$ cat config.mk
export PLATFORM = sky130hd
export DESIGN_NAME = exe_md_stage
export DESIGN_NICKNAME = d
export VERILOG_FILES = /design/src/rtl/exe_md_stage.sv
export SDC_FILE = /design/constraint.sdc
export NUM_CORES = 1
export LEC_CHECK = 0
export CORE_AREA = 8 8 249 251
export DETAILED_ROUTE_END_ITERATION = 6
export DIE_AREA = 0 0 257 259
export PLACE_DENSITY = 0.63
export RECOVER_POWER = 100
export SYNTH_ARGS = -nofsm -noshare
export SYNTH_HDL_FRONTEND = slang
export SYNTH_SLANG_ARGS = --single-unit
$ cat constraint.sdc
create_clock -name clk -period 8.2 [get_ports clk]
set_clock_uncertainty 0.05 [all_clocks]
set_input_delay 1.23 -clock clk [delete_from_list [all_inputs] [get_ports clk]]
set_output_delay 1.23 -clock clk [all_outputs]
set_load 0.02 [all_outputs]
$ cat src/rtl/exe_md_stage.sv
// Execute stage with an iterative multiply/divide unit and architectural HI/LO registers.
// Define MD_FAST_MUL_EN for a single-cycle registered multiplier; DIV stays iterative.
module exe_md_stage #(
  parameter int unsigned XLEN  = 32,
  parameter int unsigned RF_AW = 5
) (
  input  logic             clk,
  input  logic             resetn,
  input  logic             in_valid,
  output logic             allow_in,
  input  logic [2:0]       in_op,
  input  logic             in_sel_lo,
  input  logic [XLEN-1:0]  in_src_a,
  input  logic [XLEN-1:0]  in_src_b,
  input  logic [RF_AW-1:0] in_rd,
  input  logic             flush,
  output logic             out_valid,
  input  logic             next_allow_in,
  output logic [XLEN-1:0]  out_data,
  output logic [RF_AW-1:0] out_rd,
  output logic             out_wen,
  output logic             busy,
  output logic [XLEN-1:0]  hi,
  output logic [XLEN-1:0]  lo
);

  localparam int unsigned CW = $clog2(XLEN);

  localparam logic [2:0] OpMult  = 3'd1;
  localparam logic [2:0] OpMultu = 3'd2;
  localparam logic [2:0] OpDiv   = 3'd3;
  localparam logic [2:0] OpDivu  = 3'd4;
  localparam logic [2:0] OpMthi  = 3'd5;
  localparam logic [2:0] OpMtlo  = 3'd6;
  localparam logic [2:0] OpMf    = 3'd7;

  typedef enum logic [1:0] {StIdle, StMul, StDiv, StDone} state_e;

  state_e             state_q, state_d;
  logic               valid_q, valid_d;
  logic [2:0]         op_q, op_d;
  logic               sel_lo_q, sel_lo_d;
  logic [XLEN-1:0]    a_q, a_d, b_q, b_d;
  logic [RF_AW-1:0]   rd_q, rd_d;
  logic [CW-1:0]      cnt_q, cnt_d;
  logic [2*XLEN-1:0]  acc_q, acc_d;
  logic [XLEN-1:0]    hi_q, hi_d, lo_q, lo_d;

  logic               is_mul, is_div, is_signed, sa, sb;
  logic               ready_go, handoff, accept, last;
  logic [XLEN-1:0]    mag_a, mag_b;
  logic [XLEN:0]      mul_sum, div_sh, div_diff;
  logic [2*XLEN-1:0]  mul_next, mul_fix, div_next;
  logic               div_ge;
  logic [XLEN-1:0]    div_q_mag, div_r_mag;
`ifdef MD_FAST_MUL_EN
  logic [2*XLEN-1:0]  fast_prod, fast_fix;
`endif

  always_comb begin
    is_mul    = (op_q == OpMult) || (op_q == OpMultu);
    is_div    = (op_q == OpDiv) || (op_q == OpDivu);
    is_signed = (op_q == OpMult) || (op_q == OpDiv);
    sa        = is_signed & a_q[XLEN-1];
    sb        = is_signed & b_q[XLEN-1];
    mag_a     = sa ? -a_q : a_q;
    mag_b     = sb ? -b_q : b_q;
    ready_go  = (state_q == StDone) || ((state_q == StIdle) && !is_mul && !is_div);
    handoff   = valid_q & ready_go & next_allow_in;
    allow_in  = ~valid_q | (ready_go & next_allow_in);
    accept    = in_valid & allow_in & ~flush;
    last      = (cnt_q == CW'(XLEN - 1));

    // Shift-add: acc holds {partial product, unconsumed multiplier bits}.
    mul_sum   = {1'b0, acc_q[2*XLEN-1:XLEN]} + (acc_q[0] ? {1'b0, mag_a} : '0);
    mul_next  = {mul_sum, acc_q[XLEN-1:1]};
    mul_fix   = (sa ^ sb) ? -mul_next : mul_next;

    // Restoring divide: acc holds {partial remainder, dividend/quotient shift register}.
    div_sh    = {acc_q[2*XLEN-1:XLEN], acc_q[XLEN-1]};
    div_diff  = div_sh - {1'b0, mag_b};
    div_ge    = ~div_diff[XLEN];
    div_r_mag = div_ge ? div_diff[XLEN-1:0] : div_sh[XLEN-1:0];
    div_q_mag = {acc_q[XLEN-2:0], div_ge};
    div_next  = {div_r_mag, div_q_mag};
`ifdef MD_FAST_MUL_EN
    fast_prod = {{XLEN{1'b0}}, mag_a} * {{XLEN{1'b0}}, mag_b};
    fast_fix  = (sa ^ sb) ? -fast_prod : fast_prod;
`endif
  end

  always_comb begin
    valid_d  = valid_q & ~handoff;
    op_d     = op_q;
    sel_lo_d = sel_lo_q;
    a_d      = a_q;
    b_d      = b_q;
    rd_d     = rd_q;
    if (accept) begin
      valid_d  = 1'b1;
      op_d     = in_op;
      sel_lo_d = in_sel_lo;
      a_d      = in_src_a;
      b_d      = in_src_b;
      rd_d     = in_rd;
    end
    if (flush) valid_d = 1'b0;
  end

  always_comb begin
    state_d = state_q;
    cnt_d   = cnt_q;
    acc_d   = acc_q;
    hi_d    = hi_q;
    lo_d    = lo_q;
    unique case (state_q)
      StIdle: begin
        if (valid_q) begin
          if (is_mul) begin
`ifdef MD_FAST_MUL_EN
            {hi_d, lo_d} = fast_fix;
            state_d      = StDone;
`else
            acc_d   = {{XLEN{1'b0}}, mag_b};
            cnt_d   = '0;
            state_d = StMul;
`endif
          end else if (is_div) begin
            acc_d   = {{XLEN{1'b0}}, mag_a};
            cnt_d   = '0;
            state_d = StDiv;
          end else if (op_q == OpMthi) begin
            hi_d = a_q;
          end else if (op_q == OpMtlo) begin
            lo_d = a_q;
          end
        end
      end
      StMul: begin
        acc_d = mul_next;
        cnt_d = cnt_q + CW'(1);
        if (last) begin
          {hi_d, lo_d} = mul_fix;
          cnt_d        = '0;
          state_d      = StDone;
        end
      end
      StDiv: begin
        acc_d = div_next;
        cnt_d = cnt_q + CW'(1);
        if (last) begin
          if (b_q == '0) begin
            lo_d = '1;
            hi_d = a_q;
          end else begin
            lo_d = (sa ^ sb) ? -div_q_mag : div_q_mag;
            hi_d = sa ? -div_r_mag : div_r_mag;
          end
          cnt_d   = '0;
          state_d = StDone;
        end
      end
      StDone: begin
        if (handoff) state_d = StIdle;
      end
      default: state_d = StIdle;
    endcase
    if (flush) begin
      state_d = StIdle;
      cnt_d   = '0;
      hi_d    = hi_q;
      lo_d    = lo_q;
    end
  end

  always_ff @(posedge clk or negedge resetn) begin
    if (!resetn) begin
      state_q  <= StIdle;
      valid_q  <= 1'b0;
      op_q     <= '0;
      sel_lo_q <= 1'b0;
      a_q      <= '0;
      b_q      <= '0;
      rd_q     <= '0;
      cnt_q    <= '0;
      acc_q    <= '0;
      hi_q     <= '0;
      lo_q     <= '0;
    end else begin
      state_q  <= state_d;
      valid_q  <= valid_d;
      op_q     <= op_d;
      sel_lo_q <= sel_lo_d;
      a_q      <= a_d;
      b_q      <= b_d;
      rd_q     <= rd_d;
      cnt_q    <= cnt_d;
      acc_q    <= acc_d;
      hi_q     <= hi_d;
      lo_q     <= lo_d;
    end
  end

  assign out_valid = valid_q & ready_go;
  assign out_data  = (valid_q && op_q == OpMf) ? (sel_lo_q ? lo_q : hi_q) : '0;
  assign out_rd    = rd_q;
  assign out_wen   = valid_q & (op_q == OpMf);
  assign busy      = (state_q != StIdle);
  assign hi        = hi_q;
  assign lo        = lo_q;

endmodule

# == Word-level counts from Yosys, hierarchy flattened ==
# Index checks and enable logic that the tools add are counted.
# word_totals
reg_bits,209
latch_bits,0
ram_bits,0
mem_bits_ro,0
inputBits,78
word_cells,123
n_memories,0
# op_classes
n_addsub,8
n_mul,0
div_mod_pow,0
magnitude_cmp,0
n_eq_ne,24
n_shift,0
muxes,45
n_bitwise,15
reduce_logical,20
# op_table
operator,n
$mux 32,23
$mux 64,4
$pmux 32 s3,2
$pmux 64 s3,1
$neg 32->32,4
$neg 64->64,1
$add 32x32->33,1
$sub 33x32->33,1
$logic_not 32->1,1
$mux 5,5
$eq 3x3->1 const B,4
$mux 2,6
$ne 2x2->1 const B,6
$pmux 5 s2,1
$and 1x1->1,9
$ne 3x3->1 const B,3
$reduce_and 9->1,1
$reduce_and 8->1,1
$eq 3x2->1 const B,2
$pmux 2 s3,1
$reduce_and 3->1,2
$reduce_bool 3->1,2
$add 5x1->5 const B,1
$eq 5x5->1 const B,1
other kinds (17),29

# == Logic depth before layout (Yosys ltp) ==
# depth
depth_word,12
mapped_depth,35
ltp_nobuf,30

# == Least setup slack after synthesis ==
# No wires, ideal clock.
# synth_timing
kind,flip-flop to flip-flop
startpoint,register b_q[14]
endpoint,"register hi_q[28], in the netlist hi[28]"
setup_ns,0.094
t_arrival_ns,7.089
required_ns,8.056
setup_slack_ns,0.967
path_stages_with_launch,35
path_cell_list,dfrtp_1 -> clkbuf_1 -> nor4_1 -> nand2_1 -> nor4_1 -> nand2_1 -> o31ai_1 -> xor2_1 -> ha_1 -> a21o_1 -> o21bai_1 -> a31oi_1 -> o21a_1 -> nand2_1 -> a2111oi_0 -> a22oi_4 -> nand3_2 -> buf_2 -> buf_2 -> buf_2 -> nand2_1 -> o21ai_0 -> ha_1 -> nor3b_1 -> nand2_1 -> nor2_1 -> nor4bb_1 -> and2_1 -> nand4_1 -> o41ai_2 -> o211ai_1 -> nor4b_2 -> nor3_1 -> nand3b_1 -> a221oi_2
# synth_via
elab_chain_len,9
elab_cells_between_ends,10
# synth_lines
item,line,rtl
from (decl),43,"logic [XLEN-1:0] a_q, a_d, b_q, b_d;"
from (signal assigned),183,b_q <= '0;
from (signal assigned),195,b_q <= b_d;
$neg 32->32,67,mag_b = sb ? -b_q : b_q;
$mux 32,67,
$sub 33x32->33,81,"div_diff = div_sh - {1'b0, mag_b};"
$mux 32,83,div_r_mag = div_ge ? div_diff[XLEN-1:0] : div_sh[XLEN-1:0];
$neg 32->32,157,hi_d = sa ? -div_r_mag : div_r_mag;
$mux 32,157,
$mux 32 *,152,if (b_q == '0) begin
$mux 32 *,151,if (last) begin
$pmux 32 s3 *,116,unique case (state_q)
to (signal assigned),199,hi_q <= hi_d;
to (decl),47,"logic [XLEN-1:0] hi_q, hi_d, lo_q, lo_d;"
# Every way passes the cells marked *; elsewhere a longest branch is shown, timed or not. The select of a mux whose other input is x is not followed.
# A chain may end at the register's enable or synchronous reset.

# == Final worst setup path ==
# layout_timing
startpoint,register b_q[8]
endpoint,"register hi_q[23], in the netlist hi[23]"
# Same word-level chain as after synthesis.

==> reports/metrics.csv <==
metric,value,unit
crit_path_start_kind,flop,
synthFlopType,dfrtp_1,
slowest_delay,1.04,ns
nNetsFinal,2767,
final_util,0.404,
gp_congestion,0.973,
finalSetupViolCount,0,
fin_crit,7.74,ns
ys_seq_area_frac,0.260,
path_cells,or4_1 -> nor4_1 -> buf_4 -> nand2_1 -> o31ai_1 -> xor2_1 -> ha_1 -> a21o_1 -> o21bai_1 -> a31oi_1 -> o21a_1 -> nand2_1 -> a2111oi_0 -> buf_4 -> a22oi_4 -> nand3_2 -> inv_2 -> clkbuf_2 -> o31ai_1 -> nor3_4 -> and2_0 -> and3_1 -> o31ai_1 -> a21oi_1,
total_leakage_power,0.00953,uW
ys_seq_elements,209,
ios,183,
insertion_delay,0.59,ns
track_usage,0.232,
synth.avg_cell_area,7.90,um2
final_common_cell,o21ai_0,
cts_buffer_depth,3,
cts_tree,built,
hp-start,hi[19],
drtIter0Drc,2116,
dr.pass1.iters,5,
max_cap_violations,8,
synthCells,2550,
antenna_found_initial,2,
vias_per_cell,6.03,
timing.fmax,129,MHz
cts_inserted_buffers,28,
hpwl,61700,um
yosysWarnings,0,
grt_pass1_vias,19532,
core.rowCount,89,
start_util,0.346,
synth_edf_count,0,
status,"finished, violations left",
crit_fanout,64,
synth_top_area_share,0.260,
worstSetupStartpoint,b_q[8],
final.setup.tns,0,ns
arrival,8.13,ns
finalNonFillerCells,3413,
vias,20581,
die_x,257,um
cpMostUsedCell,o31ai_1,
grt_max_degree,119,
die_h,259,um
r2r_start,b_q[8],
synth-async-reset-ratio,1.00,
drive_gt1_frac,0.0807,
ant_nets,0,
synthDistinctLibCells,111,
cts_sinks,209,
powerDensity,360,nW/um2
violations,"capacitance limit, slew limit",
clockRootBuffer,clkbuf_16,
tightestPinTransition,6.04,ns
cp-end-kind,flop,
rrSetupSlack,0.46,ns
crit_required,8.59,ns
dp_cells,3362,
hold_viol_final,0,
max_slew_margin,-3.03,
htree_levels,1,
fp.coreArea,58200,um2
rsz0062_at_grt,false,
final_max_slew_viol_count,410,
area_delta_synth_final,16.8,%
die_area,66600,um2
synth_area_leaders,"dfrtp_1 26%, o21ai_0 6.8%, xnor2_1 5.0%, nand2_1 4.9%, nor2_1 4.6%",
synth_nets,2698,
path_class,reg2reg,
drc,0,
drt_wl_total,80700,um
ir_worst_vdd,0.000199,V
grt_overflow,0,
final_cell_mix,"272 x o21ai_0, 262 x nand2_1, 246 x nor2_1, 208 x dfrtp_1, 130 x a21oi_1",
grt_pass1_wl,123000,um
post_drt_wl_per_cell,23.7,um
clk_pin_slew,0.06,ns
synth_area_leader_cell,dfrtp_1,
syn_area,20100,um2
finalCritPeriodShare,0.944,
hold_class,reg2reg,
cpMaxStageDelayCell,o31ai_1,
portBuffers,182,
where the power goes:
group	total [uW]	switching [uW]	internal (uW)
sequential	1980	600	1380
combinational	5140	3260	1890
clock	1340	517	825
cell type report:
type / count / area (um2)
Inverter: 56 / 210
Clock buffer: 36 / 782
Antenna cell: 1 / 2.50
Tap cell: 773 / 967
Clock inverter: 14 / 203
Timing Repair Buffer: 231 / 2180
Multi-Input combinational cell: 2093 / 14000
Fill cell: 5824 / 34700
Sequential cell: 209 / 5230
synth_stat cells, types with 10 or more instances:
master    instances
mux2_2           67
nor2b_1          16
o22ai_1          32
o21ai_0         272
and2_1           25
dfrtp_1         209
mux2i_1          73
a211o_1          11
a21o_1           35
nor2_1          247
a21oi_1         131
ha_1             68
inv_1            54
nand4_1          15
a31oi_1          23
and3_1           24
or2_2            14
a211oi_1         27
xor2_1          100
nand3_1          28
clkbuf_1        156
o21a_1           16
nor3_1           59
a22oi_1          58
nor3b_1          16
a221oi_1         24
or4_1            14
xnor2_1         116
o31ai_1          38
buf_2            10
o211ai_1         18
buf_1            20
nor4_1           21
a221o_1          12
or3_1            30
nand2b_1         21
nand2_1         263
metal layers:
metal | vias up | global-route usage | routed length, um
li1 | 9483 | - | -
met1 | 9991 | 0.330 | 36000
met2 | 990 | 0.352 | 34900
met3 | 117 | 0.0469 | 7730
met4 | 0 | 0.0661 | 2150
met5 | - | 0 | 0
state kept, by name (all words and copies together) (netlist names), 2 cells and up:
name and flops:
a_q 32, acc_q 64, b_q 32, cnt_q 5, hi 32, lo 32, op_q 3, out_rd 5
state_q 2
critical path, delay by kind of cell, from the launching register on:
| family | cells | cell delay (ns) |
|---|---|---|
| AOI/OAI and AO/OA | 10 | 3.08 |
| xor gates and xnor gates | 1 | 0.25 |
| adders and majority gates | 1 | 0.36 |
| buffers and inverters | 4 | 1.16 |
| DFF | 1 | 0.45 |
| and+or+nand+nor | 8 | 2.19 |
cell families after synthesis:
group	Yosys count	synth area share
adders and majority gates	77	0.0479
xor gates and xnor gates	223	0.102
and+or+nand+nor	842	0.204
AOI/OAI and AO/OA	810	0.263
DFF	209	0.260
muxes	141	0.0743
buffers and inverters	248	0.0487
per-stage QoR:
stage	hold slack, ns	total power, uW	instance area (um2)	worst slack, ns
floorplan	0.415	5270	20100	0.967
global placement	0.439	7020	22600	0.581
detailed placement	0.445	7080	22600	0.419
CTS	0.464	8460	23600	0.393
global route	0.478	9000	23500	0.0383
finish	0.449	8460	23500	0.455
timing repair:
action	4_1_cts	5_1_grt
buffers inserted	0	0
setup endpoints to repair	0	4
hold endpoints to repair	0	0
hold buffers	0	0
gates resized for setup	0	2
path summary, 6_finish.rpt:
kind,endpoint,cells past startpoint
worst max register to register,hi[23],24
worst max-delay path,hi[23],24
max in group asynchronous,b_q[26],1
worst min-delay path,hi[19],2
min in group asynchronous,a_q[6],1
worst min register to register,hi[19],2
Note: power is estimated with default switching activity, not from simulation.
